$ cat config.mk
export PLATFORM = sky130hd
export DESIGN_NAME = output_serializer_flat
export DESIGN_NICKNAME = d
export VERILOG_FILES = /design/src/rtl/tcu_pkg.sv /design/src/rtl/output_serializer_if.sv /design/src/rtl/output_serializer.sv /design/src/flat_wrapper.sv
export SDC_FILE = /design/constraint.sdc
export NUM_CORES = 2
export LEC_CHECK = 0
export ABC_AREA = 0
export CORE_AREA = 2 2 617 619
export DETAILED_ROUTE_END_ITERATION = 16
export DIE_AREA = 0 0 619 621
export PLACE_DENSITY = 0.37
export REMOVE_ABC_BUFFERS = 1
export SYNTH_ARGS = -nofsm -noshare
export SYNTH_HDL_FRONTEND = slang
export SYNTH_SLANG_ARGS = --single-unit
$ cat constraint.sdc
create_clock -name clk -period 2.5 [get_ports clk]
set_input_delay 0.5 -clock clk [delete_from_list [all_inputs] [get_ports clk]]
set_output_delay 0.5 -clock clk [all_outputs]
set_load 0.03 [all_outputs]
$ cat src/rtl/tcu_pkg.sv
// Shared TCU definitions: serializer FSM encoding and default block geometry,
// also used by the input word buffer.
package tcu_pkg;

    localparam int TCU_DATA_WIDTH  = 32;
    localparam int TCU_BLOCK_DEPTH = 48;

    typedef enum logic [0:0] {
        IDLE = 1'b0,
        SEND = 1'b1
    } ser_state_t;

endpackage

$ cat src/rtl/output_serializer_if.sv
// Block-capture and stream-egress signals of the output serializer.
// The slave modport is the serializer side; master is the producer/consumer side.
interface output_serializer_if #(
    parameter int DATA_WIDTH = 32,
    parameter int DEPTH      = 48
);
    localparam int CNT_W = $clog2(DEPTH);

    logic                        load;
    logic                        load_ready;
    logic [DEPTH*DATA_WIDTH-1:0] data_in;
    logic                        out_valid;
    logic                        out_ready;
    logic [DATA_WIDTH-1:0]       data_out;
    logic                        out_last;
    logic [CNT_W-1:0]            word_idx;

    modport slave (
        input  load, data_in, out_ready,
        output load_ready, out_valid, data_out, out_last, word_idx
    );

    modport master (
        output load, data_in, out_ready,
        input  load_ready, out_valid, data_out, out_last, word_idx
    );

endinterface

$ cat src/rtl/output_serializer.sv
// Captures a DEPTH-word block in one cycle and streams it out word 0 first,
// one word per valid/ready handshake.
module output_serializer
    import tcu_pkg::*;
#(
    parameter int DATA_WIDTH = TCU_DATA_WIDTH,
    parameter int DEPTH      = TCU_BLOCK_DEPTH
) (
    input logic               clk,
    input logic               rst,
    output_serializer_if.slave bus
);

    localparam int CNT_W = $clog2(DEPTH);
    localparam int BLK_W = DEPTH * DATA_WIDTH;
    localparam logic [CNT_W-1:0] LAST_IDX = CNT_W'(DEPTH - 1);
    localparam logic [0:0] ST_IDLE = IDLE;
    localparam logic [0:0] ST_SEND = SEND;

    logic [0:0]       state;
    logic [BLK_W-1:0] shreg;
    logic [CNT_W-1:0] idx;

    // The head word always sits in the low slot; emptying the register on the
    // final handshake is what returns data_out to zero in IDLE.
    always_ff @(posedge clk or negedge rst) begin
        if (!rst) begin
            state <= ST_IDLE;
            shreg <= '0;
            idx   <= '0;
        end else begin
            case (state)
                ST_IDLE: begin
                    if (bus.load) begin
                        shreg <= bus.data_in;
                        idx   <= '0;
                        state <= ST_SEND;
                    end
                end
                ST_SEND: begin
                    if (bus.out_ready) begin
                        if (idx == LAST_IDX) begin
                            shreg <= '0;
                            idx   <= '0;
                            state <= ST_IDLE;
                        end else begin
                            shreg <= {{DATA_WIDTH{1'b0}}, shreg[BLK_W-1:DATA_WIDTH]};
                            idx   <= idx + 1'b1;
                        end
                    end
                end
                default: begin
                    state <= ST_IDLE;
                end
            endcase
        end
    end

    assign bus.load_ready = (state == ST_IDLE);
    assign bus.out_valid  = (state == ST_SEND);
    assign bus.data_out   = shreg[DATA_WIDTH-1:0];
    assign bus.word_idx   = idx;
    assign bus.out_last   = (state == ST_SEND) && (idx == LAST_IDX);

endmodule

$ cat src/flat_wrapper.sv
// flat-port wrapper written by rule: the top's interface ports become plain ports
module output_serializer_flat import tcu_pkg::*;
#(
    parameter int DATA_WIDTH = TCU_DATA_WIDTH,
    parameter int DEPTH      = TCU_BLOCK_DEPTH
)
  (clk, rst, bus_load, bus_data_in, bus_out_ready, bus_load_ready, bus_out_valid, bus_data_out, bus_out_last, bus_word_idx);
  output_serializer_if #(.DATA_WIDTH(DATA_WIDTH), .DEPTH(DEPTH)) bus_i ();
  input logic clk;
  input logic rst;
  input wire logic [$bits(bus_i.load)-1:0] bus_load;
  input wire logic [$bits(bus_i.data_in)-1:0] bus_data_in;
  input wire logic [$bits(bus_i.out_ready)-1:0] bus_out_ready;
  output wire logic [$bits(bus_i.load_ready)-1:0] bus_load_ready;
  output wire logic [$bits(bus_i.out_valid)-1:0] bus_out_valid;
  output wire logic [$bits(bus_i.data_out)-1:0] bus_data_out;
  output wire logic [$bits(bus_i.out_last)-1:0] bus_out_last;
  output wire logic [$bits(bus_i.word_idx)-1:0] bus_word_idx;
  assign bus_i.load = bus_load;
  assign bus_i.data_in = bus_data_in;
  assign bus_i.out_ready = bus_out_ready;
  assign bus_load_ready = bus_i.load_ready;
  assign bus_out_valid = bus_i.out_valid;
  assign bus_data_out = bus_i.data_out;
  assign bus_out_last = bus_i.out_last;
  assign bus_word_idx = bus_i.word_idx;
  output_serializer #(.DATA_WIDTH(DATA_WIDTH), .DEPTH(DEPTH)) u_core (.clk(clk), .rst(rst), .bus(bus_i));
endmodule
Yosys cells after proc, flatten, opt, wreduce, memory -nomap -nowiden
Index checks and enable logic that the tools add are counted.
{"block": "classes", "mul": 0, "magnitude_cmp": 0, "shifts": 0, "add_sub_neg": 1, "n_reduce_logical": 2, "n_mux": 12, "n_div": 0, "n_eq_ne": 3, "n_bitwise": 1}
{"operator": "$mux 1536", "n": 2}
{"operator": "$pmux 1536 s2", "n": 1}
{"operator": "$mux 1504", "n": 1}
{"operator": "$mux 6", "n": 3}
{"operator": "$pmux 6 s2", "n": 1}
{"operator": "$add 6x1->6 const B", "n": 1}
{"operator": "$eq 6x6->1 const B", "n": 1}
{"operator": "$ne 2x2->1 const B", "n": 2}
{"operator": "$mux 1", "n": 3}
{"operator": "$pmux 1 s2", "n": 1}
{"operator": "$reduce_and 2->1", "n": 1}
{"operator": "$logic_and 1x1->1", "n": 1}
{"operator": "$not 1->1", "n": 1}
{"block": "totals", "word_cells": 22, "mem_bits_ro": 0, "latch_bits": 0, "mem_bits_rw": 0, "memories": 0, "register_bits": 1543, "input_bits": 1540}

Logic depth before layout (Yosys ltp)
{"block": "depth", "word_depth": 4, "ltp_mapped": 8}

Least setup slack after synthesis
No wires, ideal clock.
{"block": "synth_path", "path_kind": "register to output", "startpoint": "reg u_core.state (netlist: u_core.bus.out_valid)", "endpoint": "out bus_out_last", "slack_ps": 149, "path_stages_with_launch": 6, "arrival_ps": 1851, "cell_sequence": "dfrtp_1 > buf_6 > buf_2 > buf_1 > inv_1 > nor2_1"}
{"block": "synth_between", "elab_chain_len": 1}
{"item": "start, declared", "line": "output_serializer.sv:20", "rtl": "logic [0:0] state;"}
{"item": "start signal, assigned", "line": "output_serializer.sv:28", "rtl": "state <= ST_IDLE;"}
{"item": "start signal, assigned", "line": "output_serializer.sv:37", "rtl": "state <= ST_SEND;"}
{"item": "start signal, assigned", "line": "output_serializer.sv:45", "rtl": "state <= ST_IDLE;"}
{"item": "$logic_and 1x1->1", "line": "output_serializer.sv:63", "rtl": "assign bus.out_last = (state == ST_SEND) && (idx == LAST_IDX);"}
{"item": "end, declared", "line": "flat_wrapper.sv:17", "rtl": "output wire logic [$bits(bus_i.out_last)-1:0] bus_out_last;"}
Every way passes these cells.

Final worst setup path
{"block": "layout_path", "startpoint": "reg u_core.idx[1] (netlist: u_core.bus.word_idx[1])", "endpoint": "out bus_out_last"}
{"block": "layout_between", "elab_chain_len": 2}
{"item": "start, declared", "line": "output_serializer.sv:22", "rtl": "logic [CNT_W-1:0] idx;"}
{"item": "start signal, assigned", "line": "output_serializer.sv:48", "rtl": "idx <= idx + 1'b1;"}
{"item": "$eq 6x6->1", "line": "output_serializer.sv:63"}
{"item": "$logic_and 1x1->1", "line": "output_serializer.sv:63"}
Every way passes these cells.

==> reports/metrics.yaml <==
synth_area_sq_mm: 0.0759
status: "finished clean"
required_ns: 2.00
overflow: 0
p_int_mw: 53.3
htreeDepth: 4
fin_crit_sh: 0.997
met2_usage: 0.328
area_growth_pct: 42.7
min_to: "u_core.shreg[1516]"
io_pins: 1581
cts_root_buf: "clkbuf_16"
slew_headroom: 0.439
cts_sinks: 1543
routed_wl_microns: 394000
clkTransAtPathRegs_ns: 0.06
fin_crit_ns: 2.49
insertion_delay_ns: 0.88
die_w_microns: 619
cts_buffer_depth: 4
cts_tree: "yes"
async_flop_share: 1.00
crit_buf_inv: 1
seqPwrFrac: 0.424
ys_ff_latch: 1543
grt-busiest-layer: "met2"
finish.utilization: 0.287
p_sw_mw: 22.2
grt.met3_usage: 0.0298
dp_slack_ns: -0.347
crit_family: "simple AND/OR/NAND/NOR gates"
die-area_sq_mm: 0.384
crit-reg2reg-launch: "u_core.bus.out_valid"
synth_top_area_share: 0.509
r2r_cells: 6
tightest_slew_ns: 0.841
antenna_found_initial: 170
hpwl_microns: 292000
drt_iter0_markers: 6367
yosysMostFrequentCell: "dfrtp_1"
r2r_slack_ns: 0.14
drive_above_1_share: 0.106
core.rowCount: 226
p_clk_frac: 0.394
cp-start-kind: "register"
max_stage_delay_ns: 0.39
switching_share: 0.294
grtUsageTotal: 0.197
synth.area.top_cells: "dfrtp_1 (51%), o211ai_1 (15%), o21ai_0 (10%)"
drv_slew: 0
hold_viol_final: 0
core_sq_mm: 0.378
grt_pass1_vias: 77800
rsz0062_at_grt: "yes"
power_leakage_nw: 37.9
drt_first_pass_iters: 6
numPortBuffers: 1580
start_util: 0.201
setup_viol: 0
drv_cap: 0
synth_commonest_cells: "dfrtp_1 (1543), o21ai_0 (1509), o211ai_1 (1506)"
fmax_mhz: 401
viasPerCell: 4.93
die_y_microns: 621
max-vdd-ir-drop_mv: 0.476
synth_cell_types: 30
grt_max_degree: 108
syn_inst: 8668
r2r_end: "u_core.shreg[1246]"
antenna_left: 0
fin_ws_ns: 0.00834
ys.flop_type: "dfrtp_1"
synth_largest_area_cell: "dfrtp_1"
worst_setup_path_end_kind: "output port"
cp.arrival_ns: 1.99
synth_edf_count: 0
gp_congestion: 0.857
min_path_type: "in -> reg"
syn_area_per_cell_sq_um: 8.75
cts_made_buffers: 201
worstSetupPathType: "reg -> out"
yosysWarnings: 0
finClkSkew_ns: 0.0544
use_met1: 0.254
power.density_mw_per_mm2: 697
drc: 0
combinationalPowerShare: 0.182
path_cells: "ha_4, nand3_4, or2_4, nor2_4, buf_6"
nets: 11700
min_delay_path_depth: 2
crit_fanout: 3
wl_per_cell_microns: 25.5
grt_pass1_wl_microns: 568000
critical-path-slowest-cell: "dfrtp_2"
synth_seq_area_share: 0.509
hold_start: "bus_data_in[1516]"
vias: 76000
## cell families (layout without fill, tap and decap cells)
group,Yosys count,in the layout,synth area share
buffers and inverters,1044,2717,0.0628
multiplexers,2,2,0.000379
AO/OA/AOI/OAI,4555,4555,0.352
flip-flops,1543,1543,0.509
adder cells (fa/ha/maj),1,1,0.000165
other,0,65,0
AND/OR/NAND/NOR,1523,1523,0.0760
## cell usage in the layout, fill, tap and decap left out, drive strengths merged
master,count
nor2b,2
o21ai,1509
or2,1
clkbuf,307
dlygate4sd2,27
inv,9
ha,1
nand2b,2
or3,3
nor2,1505
and2,1
dlygate4sd3,1
clkdlybuf4s50,1548
nand2,6
nand3b,1
clkinvlp,4
clkinv,28
dfrtp,1543
a32o,1
bufbuf,2
bufinv,8
buf,782
diode,65
a21oi,1505
mux2,1
nand3,2
mux2i,1
clkdlybuf4s15,1
a22o,33
o22a,1
o211ai,1506
## state kept, by name (all words and copies together), names as in the netlist
signal / flops
u_core.shreg: 1536
u_core.bus.word_idx: 6
u_core.bus.out_valid: 1
## routing by layer
metal	wire length (microns)	vias up
met5	399	-
met2	190000	2417
met1	167000	38200
li1	-	34700
met4	16500	64
met3	20100	673
## final cells by class
cell class                      count  area [sq um]
Antenna cell                       65           163
Multi-Input combinational cell   6081         32600
Clock inverter                     47           563
Clock buffer                      307          6010
Fill cell                       40500        270000
Sequential cell                  1543         38600
Inverter                            2          7.51
Tap cell                         5016          6280
Timing Repair Buffer             2361         24100
## power by group through the flow
stage | registers (mW) | logic, mW | clock network [mW]
3_3_place_gp | 32.3 | 13.8 | 0
6_report | 32.0 | 13.8 | 29.7
3_5_place_dp | 32.4 | 14.0 | 0
4_1_cts | 32.0 | 14.0 | 30.7
2_1_floorplan | 31.7 | 7.20 | 0
5_1_grt | 32.5 | 15.3 | 31.6
## through the flow
stage / power (mW) / hold slack (ns) / cell area [sq um] / std cells / setup TNS (ns)
floorplan: 38.9 / 0.204 / 71100 / 7626 / -
CTS: 76.7 / 0.104 / 108000 / 15400 / -0.264
global placement: 46.2 / 0.483 / 101000 / 15000 / -2.50
detailed placement: 46.4 / 0.485 / 101000 / 15000 / -2.56
global route: 79.4 / 0.144 / 108000 / 15400 / -0.0941
finish: 75.5 / 0.216 / 108000 / 15400 / 0
## worst max path at each step
stage                                 from                     end  slack (ns)  cells past startpoint
floorplan             u_core.bus.out_valid  u_core.bus.word_idx[3]      -58.26                      3
global placement                  bus_load         u_core.shreg[7]       -0.31                      7
detailed placement                bus_load         u_core.shreg[7]       -0.35                      7
CTS                 u_core.bus.word_idx[4]            bus_out_last       -0.24                      4
global route        u_core.bus.word_idx[1]            bus_out_last       -0.09                      5
finish              u_core.bus.word_idx[1]            bus_out_last       0.008                      5
## what timing repair did
item,CTS,global route
resized for setup,43,6
hold buffers,1,0
pin swaps,0,2
endpoints found under the setup margin,31,6
hold endpoints to repair,51,0
cloned,2,0
buffers inserted,9,4
Note: power is estimated with default switching activity, not from simulation.
